<file path="config.mk">
export PLATFORM = sky130hd
export DESIGN_NAME = expr_eval
export DESIGN_NICKNAME = d
export VERILOG_FILES = /design/src/rtl/expr_eval.sv
export SDC_FILE = /design/constraint.sdc
export NUM_CORES = 1
export LEC_CHECK = 0
export ABC_AREA = 1
export BUFFER_PORTS_ARGS = -buffer_cell sky130_fd_sc_hd__buf_2
export CAP_MARGIN = 20
export CORE_MARGIN = 10
export CORE_UTILIZATION = 40
export CTS_CLUSTER_DIAMETER = 80
export DETAILED_ROUTE_END_ITERATION = 12
export SYNTH_ARGS = -nofsm -noshare
export SYNTH_HDL_FRONTEND = slang
export SYNTH_SLANG_ARGS = --single-unit
</file>
<file path="constraint.sdc">
create_clock -name clk -period 11.4 [get_ports clk]
set_input_delay 2.28 -clock clk [delete_from_list [all_inputs] [get_ports clk]]
set_output_delay 2.28 -clock clk [all_outputs]
set_load 0.05 [all_outputs]
</file>
<file path="src/rtl/expr_eval.sv">
// Evaluates an ASCII stream of single-digit operands with '+' and '*' ('*' binds tighter),
// terminated by '='. Reports the result or a syntax error with a one-cycle done pulse.
module expr_eval #(
  parameter int unsigned W = 16
) (
  input  logic         clk,
  input  logic         clr_n,
  input  logic         in_valid,
  input  logic [7:0]   in,
  output logic         done,
  output logic [W-1:0] result,
  output logic         err
);

  typedef enum logic [1:0] {START, OP, NUM, ERR} state_t;

  state_t       state, state_nx;
  logic [W-1:0] sum, sum_nx;
  logic [W-1:0] prod, prod_nx;
  logic [W-1:0] result_nx;
  logic         err_nx, done_nx;
  logic         fin_good, fin_err;

  logic         is_digit, is_plus, is_mul, is_eq;
  logic [W-1:0] digit;

  assign is_digit = (in >= 8'h30) && (in <= 8'h39);
  assign is_plus  = (in == 8'h2b);
  assign is_mul   = (in == 8'h2a);
  assign is_eq    = (in == 8'h3d);
  assign digit    = W'(in[3:0]);

  always_ff @(posedge clk) begin
    if (!clr_n) begin
      state  <= START;
      sum    <= '0;
      prod   <= W'(1);
      done   <= 1'b0;
      result <= '0;
      err    <= 1'b0;
    end else begin
      state  <= state_nx;
      sum    <= sum_nx;
      prod   <= prod_nx;
      done   <= done_nx;
      result <= result_nx;
      err    <= err_nx;
    end
  end

  // Next state and accumulators; a finish returns to START with fresh sum/prod.
  always_comb begin
    state_nx = state;
    sum_nx   = sum;
    prod_nx  = prod;
    fin_good = 1'b0;
    fin_err  = 1'b0;
    if (in_valid) begin
      unique case (state)
        START, OP: begin
          if (is_digit) begin
            prod_nx  = prod * digit;
            state_nx = NUM;
          end else if (is_eq) begin
            fin_err = 1'b1;
          end else begin
            state_nx = ERR;
          end
        end
        NUM: begin
          if (is_plus) begin
            sum_nx   = sum + prod;
            prod_nx  = W'(1);
            state_nx = OP;
          end else if (is_mul) begin
            state_nx = OP;
          end else if (is_eq) begin
            fin_good = 1'b1;
          end else begin
            state_nx = ERR;
          end
        end
        ERR: begin
          if (is_eq) fin_err = 1'b1;
        end
        default: state_nx = ERR;
      endcase
      if (fin_good || fin_err) begin
        sum_nx   = '0;
        prod_nx  = W'(1);
        state_nx = START;
      end
    end
  end

  always_comb begin
    done_nx   = fin_good | fin_err;
    result_nx = result;
    err_nx    = err;
    if (fin_good) begin
      result_nx = sum + prod;
      err_nx    = 1'b0;
    end else if (fin_err) begin
      result_nx = '0;
      err_nx    = 1'b1;
    end
  end

endmodule
</file>
==> results of run 1 <==
-- cell usage after synthesis --
cell	number	area share, %
sky130_fd_sc_hd__clkinv_2	1	0.10
sky130_fd_sc_hd__nor2_4	3	0.71
sky130_fd_sc_hd__nand2_4	3	0.71
sky130_fd_sc_hd__nor4_1	1	0.13
sky130_fd_sc_hd__nand3_1	52	5.4
sky130_fd_sc_hd__o21ai_0	16	1.7
sky130_fd_sc_hd__nor2_2	3	0.39
sky130_fd_sc_hd__nand2_2	2	0.26
sky130_fd_sc_hd__o21ai_4	1	0.34
sky130_fd_sc_hd__dfxtp_1	52	22
sky130_fd_sc_hd__nand4_1	4	0.52
sky130_fd_sc_hd__nor2_1	42	3.3
sky130_fd_sc_hd__xor2_1	7	1.3
sky130_fd_sc_hd__ha_1	31	8.1
sky130_fd_sc_hd__buf_4	4	0.63
sky130_fd_sc_hd__a21oi_1	61	6.4
sky130_fd_sc_hd__nand2_1	248	19
sky130_fd_sc_hd__a31oi_1	2	0.26
sky130_fd_sc_hd__buf_2	2	0.21
sky130_fd_sc_hd__buf_6	4	0.94
sky130_fd_sc_hd__nor3_2	1	0.21
sky130_fd_sc_hd__inv_1	132	10
sky130_fd_sc_hd__o21bai_1	2	0.31
sky130_fd_sc_hd__o31ai_1	1	0.16
sky130_fd_sc_hd__nand3_4	1	0.37
sky130_fd_sc_hd__xnor2_1	2	0.37
sky130_fd_sc_hd__nand2_8	1	0.42
sky130_fd_sc_hd__nand3b_1	10	1.6
sky130_fd_sc_hd__fa_1	26	11
sky130_fd_sc_hd__a22oi_1	1	0.16
sky130_fd_sc_hd__or2_2	2	0.26
sky130_fd_sc_hd__clkinv_1	2	0.16
sky130_fd_sc_hd__a21o_1	1	0.16
sky130_fd_sc_hd__clkbuf_1	8	0.63
sky130_fd_sc_hd__nor3_1	12	1.3
-- critical path: cells and delay by family --
family	cells	cell delay (ns)
and+or+nand+nor	10	1.12
buffers and inverters	4	0.37
adders and majority gates	3	1.43
-- layout by cell type, fill, tap and decap left out, types with 2 or more instances in the layout --
| cell | netlist | routed |
|---|---|---|
| sky130_fd_sc_hd__nand2_1 | 248 | 248 |
| sky130_fd_sc_hd__inv_1 | 132 | 132 |
| sky130_fd_sc_hd__a21oi_1 | 61 | 61 |
| sky130_fd_sc_hd__nand3_1 | 52 | 52 |
| sky130_fd_sc_hd__dfxtp_1 | 52 | 52 |
| sky130_fd_sc_hd__nor2_1 | 42 | 42 |
| sky130_fd_sc_hd__ha_1 | 31 | 31 |
| sky130_fd_sc_hd__buf_2 | 2 | 28 |
| sky130_fd_sc_hd__fa_1 | 26 | 26 |
| sky130_fd_sc_hd__o21ai_0 | 16 | 16 |
| sky130_fd_sc_hd__nor3_1 | 12 | 12 |
| sky130_fd_sc_hd__nand3b_1 | 10 | 10 |
| sky130_fd_sc_hd__xor2_1 | 7 | 7 |
| sky130_fd_sc_hd__clkbuf_16 | 0 | 5 |
| sky130_fd_sc_hd__nand4_1 | 4 | 4 |
| sky130_fd_sc_hd__nor2_2 | 3 | 3 |
| sky130_fd_sc_hd__nand2_4 | 3 | 3 |
| sky130_fd_sc_hd__nor2_4 | 3 | 3 |
| sky130_fd_sc_hd__clkinv_2 | 1 | 2 |
| sky130_fd_sc_hd__clkinv_1 | 2 | 2 |
| sky130_fd_sc_hd__a31oi_1 | 2 | 2 |
| sky130_fd_sc_hd__nand2_2 | 2 | 2 |
| sky130_fd_sc_hd__xnor2_1 | 2 | 2 |
| sky130_fd_sc_hd__or2_2 | 2 | 2 |
| sky130_fd_sc_hd__o21bai_1 | 2 | 2 |
-- power by group through the flow --
stage / logic (mW) / clock network (mW) / registers (mW)
after CTS: 0.0877 / 0.165 / 0.193
after global placement: 0.0853 / 0 / 0.197
after global routing: 0.101 / 0.172 / 0.194
after detailed placement: 0.0876 / 0 / 0.197
final: 0.0872 / 0.159 / 0.193
after floorplan: 0.0689 / 0 / 0.194
-- kinds of logic (layout without fill, tap and decap cells) --
kind of cell	count (synthesis)	after routing	synth area share, %
compound gates	85	85	9.46
simple gates	385	385	35.0
xor+xnor	9	9	1.65
buf+inv	153	172	13.0
flops	52	52	21.8
fa+ha+maj	57	57	19.0
-- final timing paths --
check        cells past startpoint  slack [ns]               startpoint                 endpoint
min                              2        0.47  result[12]$_SDFFE_PN0P_  result[12]$_SDFFE_PN0P_
min reg2reg                      2        0.47  result[12]$_SDFFE_PN0P_  result[12]$_SDFFE_PN0P_
max reg2reg                     16        8.22     prod[1]$_SDFFE_PN0P_     prod[7]$_SDFFE_PN0P_
max                             17        6.41                    in[3]     prod[7]$_SDFFE_PN0P_
-- per-stage QoR --
step                worst slack (ns)  area, um^2  total power [mW]  instances
finish                          6.41        5140             0.439        903
global route                    6.16        5140             0.467        903
CTS                             6.45        5130             0.445        902
detailed placement              6.12        4980             0.285        894
global placement                6.16        4980             0.282        894
floorplan                       6.24        4780             0.263        741
-- area by class of cell --
class                   count  area, um^2  share of cell area [%]
inverters                 135         508                    9.88
repair buffers             29         151                    2.95
well taps                 143         179                    3.48
clock inverters             3        22.5                   0.438
multi-input cells         536        3110                    60.6
clock buffers               5         125                    2.43
flip-flops and latches     52        1040                    20.3
-- metal layers --
metal | routed length, um | part of all wire (%) | GRT usage, % | up-vias
met5 | 0 | 0 | 0 | -
met4 | 176 | 1.5 | 3.81 | 0
met3 | 471 | 4.0 | 1.88 | 13
met2 | 5580 | 47 | 25.0 | 108
met1 | 5560 | 47 | 18.9 | 2092
li1 | - | - | - | 2332
-- registers in the layout, indices dropped and copies added (netlist names) --
register / cells
result: 16
prod: 16
state: 2
sum: 16
err: 1
done: 1
==> impl.org, run 1 <==
** Global route
- Initial antenna violation count :: 0
- Global routing used between 10 and 15% of the available tracks.
- Maximum number of pins on one net before global-route repair :: 36
- GR Overflow Total :: 0
- The number of global-route vias before repair came to 4396.
- The first global-routing pass estimated 20300 um of wire.

** STA
- Headroom to the max-slew limit came out at 37.5%.
- Post-Route Hold Slack :: 0.465 ns
- Dividing the final minimum period by the clock period gives 43.7%.
- Unrepaired setup endpoints after global routing :: false
- Final hold viol count :: 0
- The number of pins exceeding their max-slew limit in the final report came to 0.
- The routed design could run at a clock period as short as 4.99 ns.
- Final sum of negative setup slack :: 0 ns
- Setup violations remaining at the end of the flow were counted as 0.
- Transition time at the pin with the least slew margin :: 0.931 ns
- Setup skew after layout :: 0.00635 ns
- Maximum achievable frequency :: 201 MHz

** Finish
- The post-route netlist has 7.24% of its cells at a drive strength greater than 1.
- Number of fill cells :: 1228
- Cells fill 44.4% of the core in the end.
- Net count of the finished layout :: approximately 830
- Inserted Diodes :: 0
- From synthesis to final layout, the design area changed by 7.60%.

** Critical path
- Critical path's largest stage delay :: 0.53 ns
- The critical path is of the primary input to flop type.
- Data arrives at the worst endpoint at 5.18 ns.
- STA classifies the critical path endpoint as a flop.
- For the worst setup path, the data required time is between 10 and 15 ns.
- STA classifies the critical path startpoint as a primary input.
- Of all nets on the critical path, the largest fanout is 17.
- The most numerous cell type found on the critical path is sky130_fd_sc_hd__nand2_1.
- Worst path cell trace :: buf_2 -> nand2_1 -> inv_1 -> fa_1 -> inv_1 -> fa_1 -> inv_1 -> ha_1 -> nand2_1 -> nand2_1 -> nand2_1 -> nand3_1 -> or2_2 -> nand3_1 -> nand2_1 -> nand2_1 -> nor2_1
- Slowest CP cell :: sky130_fd_sc_hd__fa_1

** Floorplan
- For this design the top-level I/O count stands at 29.
- The total area inside the core boundary comes to 11600 um^2.
- For this configuration, the core starts out at a cell density of 41.3%.
- Area enclosed by the die boundary :: between 15000 and 20000 um^2
- The floorplan has 39 rows.
- Width of the chip :: about 130 um
- Height of the die :: 129 um

** Power and ir drop
- In this run switching power makes up 32.2% of total power.
- Worst IR Drop VDD :: approximately 0.000063 V
- The analysis attributes to cell leakage a power of 2.86 nW.
- In this run, the combinational gates consume about a fifth of the power.
- The internal portion of the total power is between 0.2 and 0.3 mW.
- In this run, flip-flops and latches consume 43.9% of the power.
- For this design the total switching power over the nets is 0.141 mW.
- Per report_power, the clock group accounts for 36.3% of the total.
- For this design the ratio of total power to cell area is 85.5 nW/um^2.

** Routing
- The routed design has 11800 um of wire.
- Iter 0 DRT Violations :: ~340
- The detail route stage leaves a number of antenna-violating nets equal to 0.
- Detail-routed net length per standard cell :: 13.0 um
- Via count of the routed design :: 4545
- Detailed-route DRC error count :: 0
- The first detailed-routing pass ran for 5 iterations.
- Using the TritonRoute via totals, the vias-per-cell ratio works out to between 5 and 6.

** Clock tree
- Level count of the clock H-tree :: 2
- # clock sinks :: 52
- Root cell of the clock tree :: sky130_fd_sc_hd__clkbuf_16
- Post-CTS repair timing setup buffer count :: 0
- Clock tree from TritonCTS :: yes
- Clock Pin Slew Worst Setup and Hold Paths :: approximately 0.070 ns
- Worst-skew pair later-pin latency :: 0.30 ns
- Maximum count of clock buffers along a single path :: 2
- TritonCTS created 5 clock buffers.
- Hold_buf cts :: 0
- Post-cts gate resize count :: 0

** Min path
- Class of the worst hold path :: flop to flop

** Logic synthesis
- Register bit total from synthesis :: 52
- Yosys warning count :: 0
- Nets in the synthesized netlist :: around 800
- Of the synthesized area, sequential elements account for a little over a fifth.
- Cell area after synthesis :: 4780 um^2
- Count of unique library cells instantiated by Yosys :: 35
- Synthesized netlist cell count :: 741
- Synth Area per Inst :: 6.45 um^2

** Job
- The tool flagged a number of max-cap violations equal to 0.

** Placement
- Detailed placement finished with a half-perimeter wire length of 9340 um.
- Gpl congestion :: roughly 0.9
- IO Port Bufs :: 28

** Status
- The run finished with clean final reports.
Note: power is estimated with default switching activity, not from simulation.
==> run 2, diff against run 1 <==
==> constraint.sdc (replaced) <==
create_clock -name clk -period 4.7 [get_ports clk]
set_input_delay 0.94 -clock clk [delete_from_list [all_inputs] [get_ports clk]]
set_output_delay 0.94 -clock clk [all_outputs]
set_load 0.05 [all_outputs]
==> impl.org, run 2 (same netlist as run 1, synthesis figures left out) <==
** Critical path
- STA classifies the critical path startpoint as a primary input.
- The worst path arrival time is 3.83 ns (-1.35 ns).
- Worst setup EP type :: flop
- The internal reg-to-reg setup slack is 1.54 ns (-6.68 ns).
- By startpoint and endpoint, the worst setup path is classified as primary input to flop.
- The largest fanout on the critical path was 17 (unchanged).
- Data required time at the worst endpoint :: 4.91 ns (-6.69 ns)

** Finish
- The final cell count without fillers is 904 (+0.11%).
- The number of fillers in the final layout was 1273 (+3.7%).
- Net count of the finished layout :: 828 (+0.12%)
- Biggest regs :: prod x16, result x16, sum x16
- Leading cell type in the layout, fill and taps excluded :: sky130_fd_sc_hd__nand2_1
- Share of final-layout standard cells stronger than drive strength 1 :: 7.36% (+0.12 points)
- Inserted Diodes :: 0 (unchanged)
- The core utilization of the finished layout is 44.5% (+0.087 points).
- Area growth from synthesis to final layout :: 7.81%
- Most frequent cells in the layout :: sky130_fd_sc_hd__nand2_1 (248), sky130_fd_sc_hd__inv_1 (132), sky130_fd_sc_hd__a21oi_1 (61), sky130_fd_sc_hd__nand3_1 (52), sky130_fd_sc_hd__dfxtp_1 (52)

** Clock tree
- Post-CTS repair timing setup buffer count :: 0 (unchanged)
- Hold_buf cts :: 0 (unchanged)
- The number of gates resized after CTS came to 0 (unchanged).
- The clock sink total is 52 (unchanged).
- Level count of the clock H-tree :: 2 (unchanged)
- Maximum count of clock buffers along a single path :: 2 (unchanged)
- TritonCTS built the clock tree.
- Worst-skew pair later-pin latency :: 0.31 ns (about the same)
- The total clock buffers created by CTS is 5 (unchanged).
- The clock transition at the register clock pins on the worst setup and hold paths after CTS was 0.08 ns (about the same).
- Root cell of the clock tree :: sky130_fd_sc_hd__clkbuf_16

** Global route
- The number of global-route vias before repair is 4310 (-2.0%).
- The first-pass GRT wire length is 20200 um (-0.82%).
- The global routing met3 resource utilization came to 2.04% (+0.16 points).
- Routing layer with the top usage in global route :: met2
- The remaining global-route overflow came to 0 (unchanged).
- The number of antenna violations at the first check in global routing was 0 (unchanged).
- The global routing usage on met1 came to 18.8% (-0.079 points).
- The global-route usage over all layers was 14.6% (about the same).
- Maximum number of pins on one net before global-route repair :: 36 (unchanged)
- The met2 track demand over resource is 24.7% (-0.36 points).

** Power and ir drop
- The portion of total power attributed to combinational logic came to 19.5% (-0.3 points).
- The switching part of the total power was 32.7% (+0.53 points).
- The design internal power was 0.725 mW (+140%).
- Clock share of power :: 37.1% (+0.8 points)
- Lkg Pwr :: 2.86 nW (about the same)
- The areal power density over the cells came to 209 nW/um^2 (+140%).
- Portion of total power attributed to sequential cells :: 43.4% (-0.5 points)
- The worst vdd rail ir drop came to 0.000150 V (+140%).
- The total net switching power came to 0.352 mW (+150%).

** Placement
- Dpl hpwl :: 9350 um (+0.12%)
- IO Port Bufs :: 28 (unchanged)
- Worst slack at placement :: 0.741 ns (-5.38 ns)
- Total placed cells including tap cells :: 895 (+0.11%)
- The final estimated routing congestion in global placement came to 0.920 (+0.20%).

** STA
- The minimum setup slack in the final design is 1.08 ns (-5.34 ns).
- Transition time at the pin with the least slew margin :: 0.662 ns (-0.269 ns)
- The number of pins exceeding their max-slew limit in the final report came to 0 (unchanged).
- The max-slew headroom at the worst pin is 55.8% (+18 points).
- Setup skew after layout :: 0.00807 ns (+0.00172 ns)
- The setup violation total in the final timing report came to 0 (unchanged).
- Final critical-path share of the clock period :: between 70% and 80%
- Maximum achievable frequency :: 276 MHz
- Final sum of negative setup slack :: 0 ns (unchanged)
- Final Critical Period :: 3.62 ns
- Setup repair after global routing left no endpoint under its margin.
- The final number of hold-violating endpoints was 0 (unchanged).

** Min path
- In this run the worst hold path is classified as flop to flop.

** Routing
- Total detailed-routing wirelength :: 11700 um (-0.74%)
- First-pass iteration count of the detailed router :: 5 (unchanged)
- Via count of the routed design :: 4485 (-1.3%)
- Post-DRT Antenna Nets :: 0 (unchanged)
- The routed wirelength normalized by instance count came to 12.9 um (-0.85%).
- The average vias per placed instance is 4.96 (-1.4%).
- Detailed-route DRC error count :: 0 (unchanged)
- The count of routing violations after the opening detailed-route iteration is 297 (-12%).

** Floorplan
- Effective utilization at floorplan :: 41.3% (unchanged)
- The die area is 16700 um^2 (unchanged).
- Height of the die :: 129 um (unchanged)
- FP Rows :: 39 (unchanged)
- The width of the die came to 129 um (unchanged).
- Num ports :: 29 (unchanged)
- Placeable core region :: 11600 um^2 (unchanged)

** Job
- Number of maximum-capacitance violations :: 0 (unchanged)

** Status
- The run finished with clean final reports.
## run 2: changes by cell type in the layout (fill, tap and decap cells not counted), sizes merged
cell      previous run  this run
buf                 29        30
clkinv               5         3
clkinvlp             0         1
inv                133       134
## run 2: cell type report
cell class	instances	area, um^2	share of cell area [%]
clock buffer	5	125	2.43
clock inverter	3	25.0	0.486
multi-input combinational	536	3110	60.4
timing repair buffer	30	159	3.09
tap	143	179	3.47
inverter	135	508	9.86
sequential	52	1040	20.2
## run 2: worst max-delay path, stage by stage
cell                      delay (ns)
sky130_fd_sc_hd__buf_2          0.21
sky130_fd_sc_hd__nand2_1        0.11
sky130_fd_sc_hd__inv_1          0.06
sky130_fd_sc_hd__fa_1           0.54
sky130_fd_sc_hd__inv_1          0.06
sky130_fd_sc_hd__fa_1           0.52
sky130_fd_sc_hd__inv_1          0.04
sky130_fd_sc_hd__ha_1           0.34
sky130_fd_sc_hd__a21oi_1        0.25
sky130_fd_sc_hd__nand3_1        0.20
sky130_fd_sc_hd__or2_2          0.31
sky130_fd_sc_hd__nand3_1        0.07
sky130_fd_sc_hd__nand2_1        0.06
sky130_fd_sc_hd__nand2_1        0.08
sky130_fd_sc_hd__nor2_1         0.04
## run 2: final timing paths
path                          start                      to  cells past startpoint
max reg2reg    prod[3]$_SDFFE_PN0P_    prod[7]$_SDFFE_PN0P_                     14
min reg2reg  result[1]$_SDFFE_PN0P_  result[1]$_SDFFE_PN0P_                      2
max                           in[3]    prod[7]$_SDFFE_PN0P_                     15
min          result[1]$_SDFFE_PN0P_  result[1]$_SDFFE_PN0P_                      2
## run 2: power by group through the flow
stage / registers, mW / logic [mW] / clock network [mW]
6_report: 0.468 / 0.210 / 0.399
5_1_grt: 0.470 / 0.244 / 0.427
4_1_cts: 0.468 / 0.212 / 0.412
3_5_place_dp: 0.478 / 0.212 / 0
3_3_place_gp: 0.478 / 0.207 / 0
2_1_floorplan: 0.471 / 0.167 / 0
## run 2: routing by layer
| layer | vias up | part of all wire (%) |
|---|---|---|
| li1 | 2335 | - |
| met1 | 2033 | 48 |
| met2 | 94 | 47 |
| met3 | 23 | 3.4 |
| met4 | 0 | 2.2 |
| met5 | - | 0 |
## run 2: metrics by stage
stage,instance area [um^2],hold slack (ns),power (mW)
after floorplan,4780,0.449,0.638
after global placement,4990,0.452,0.685
after detailed placement,4990,0.456,0.691
after CTS,5140,0.468,1.09
after global routing,5150,0.483,1.14
final,5150,0.464,1.08
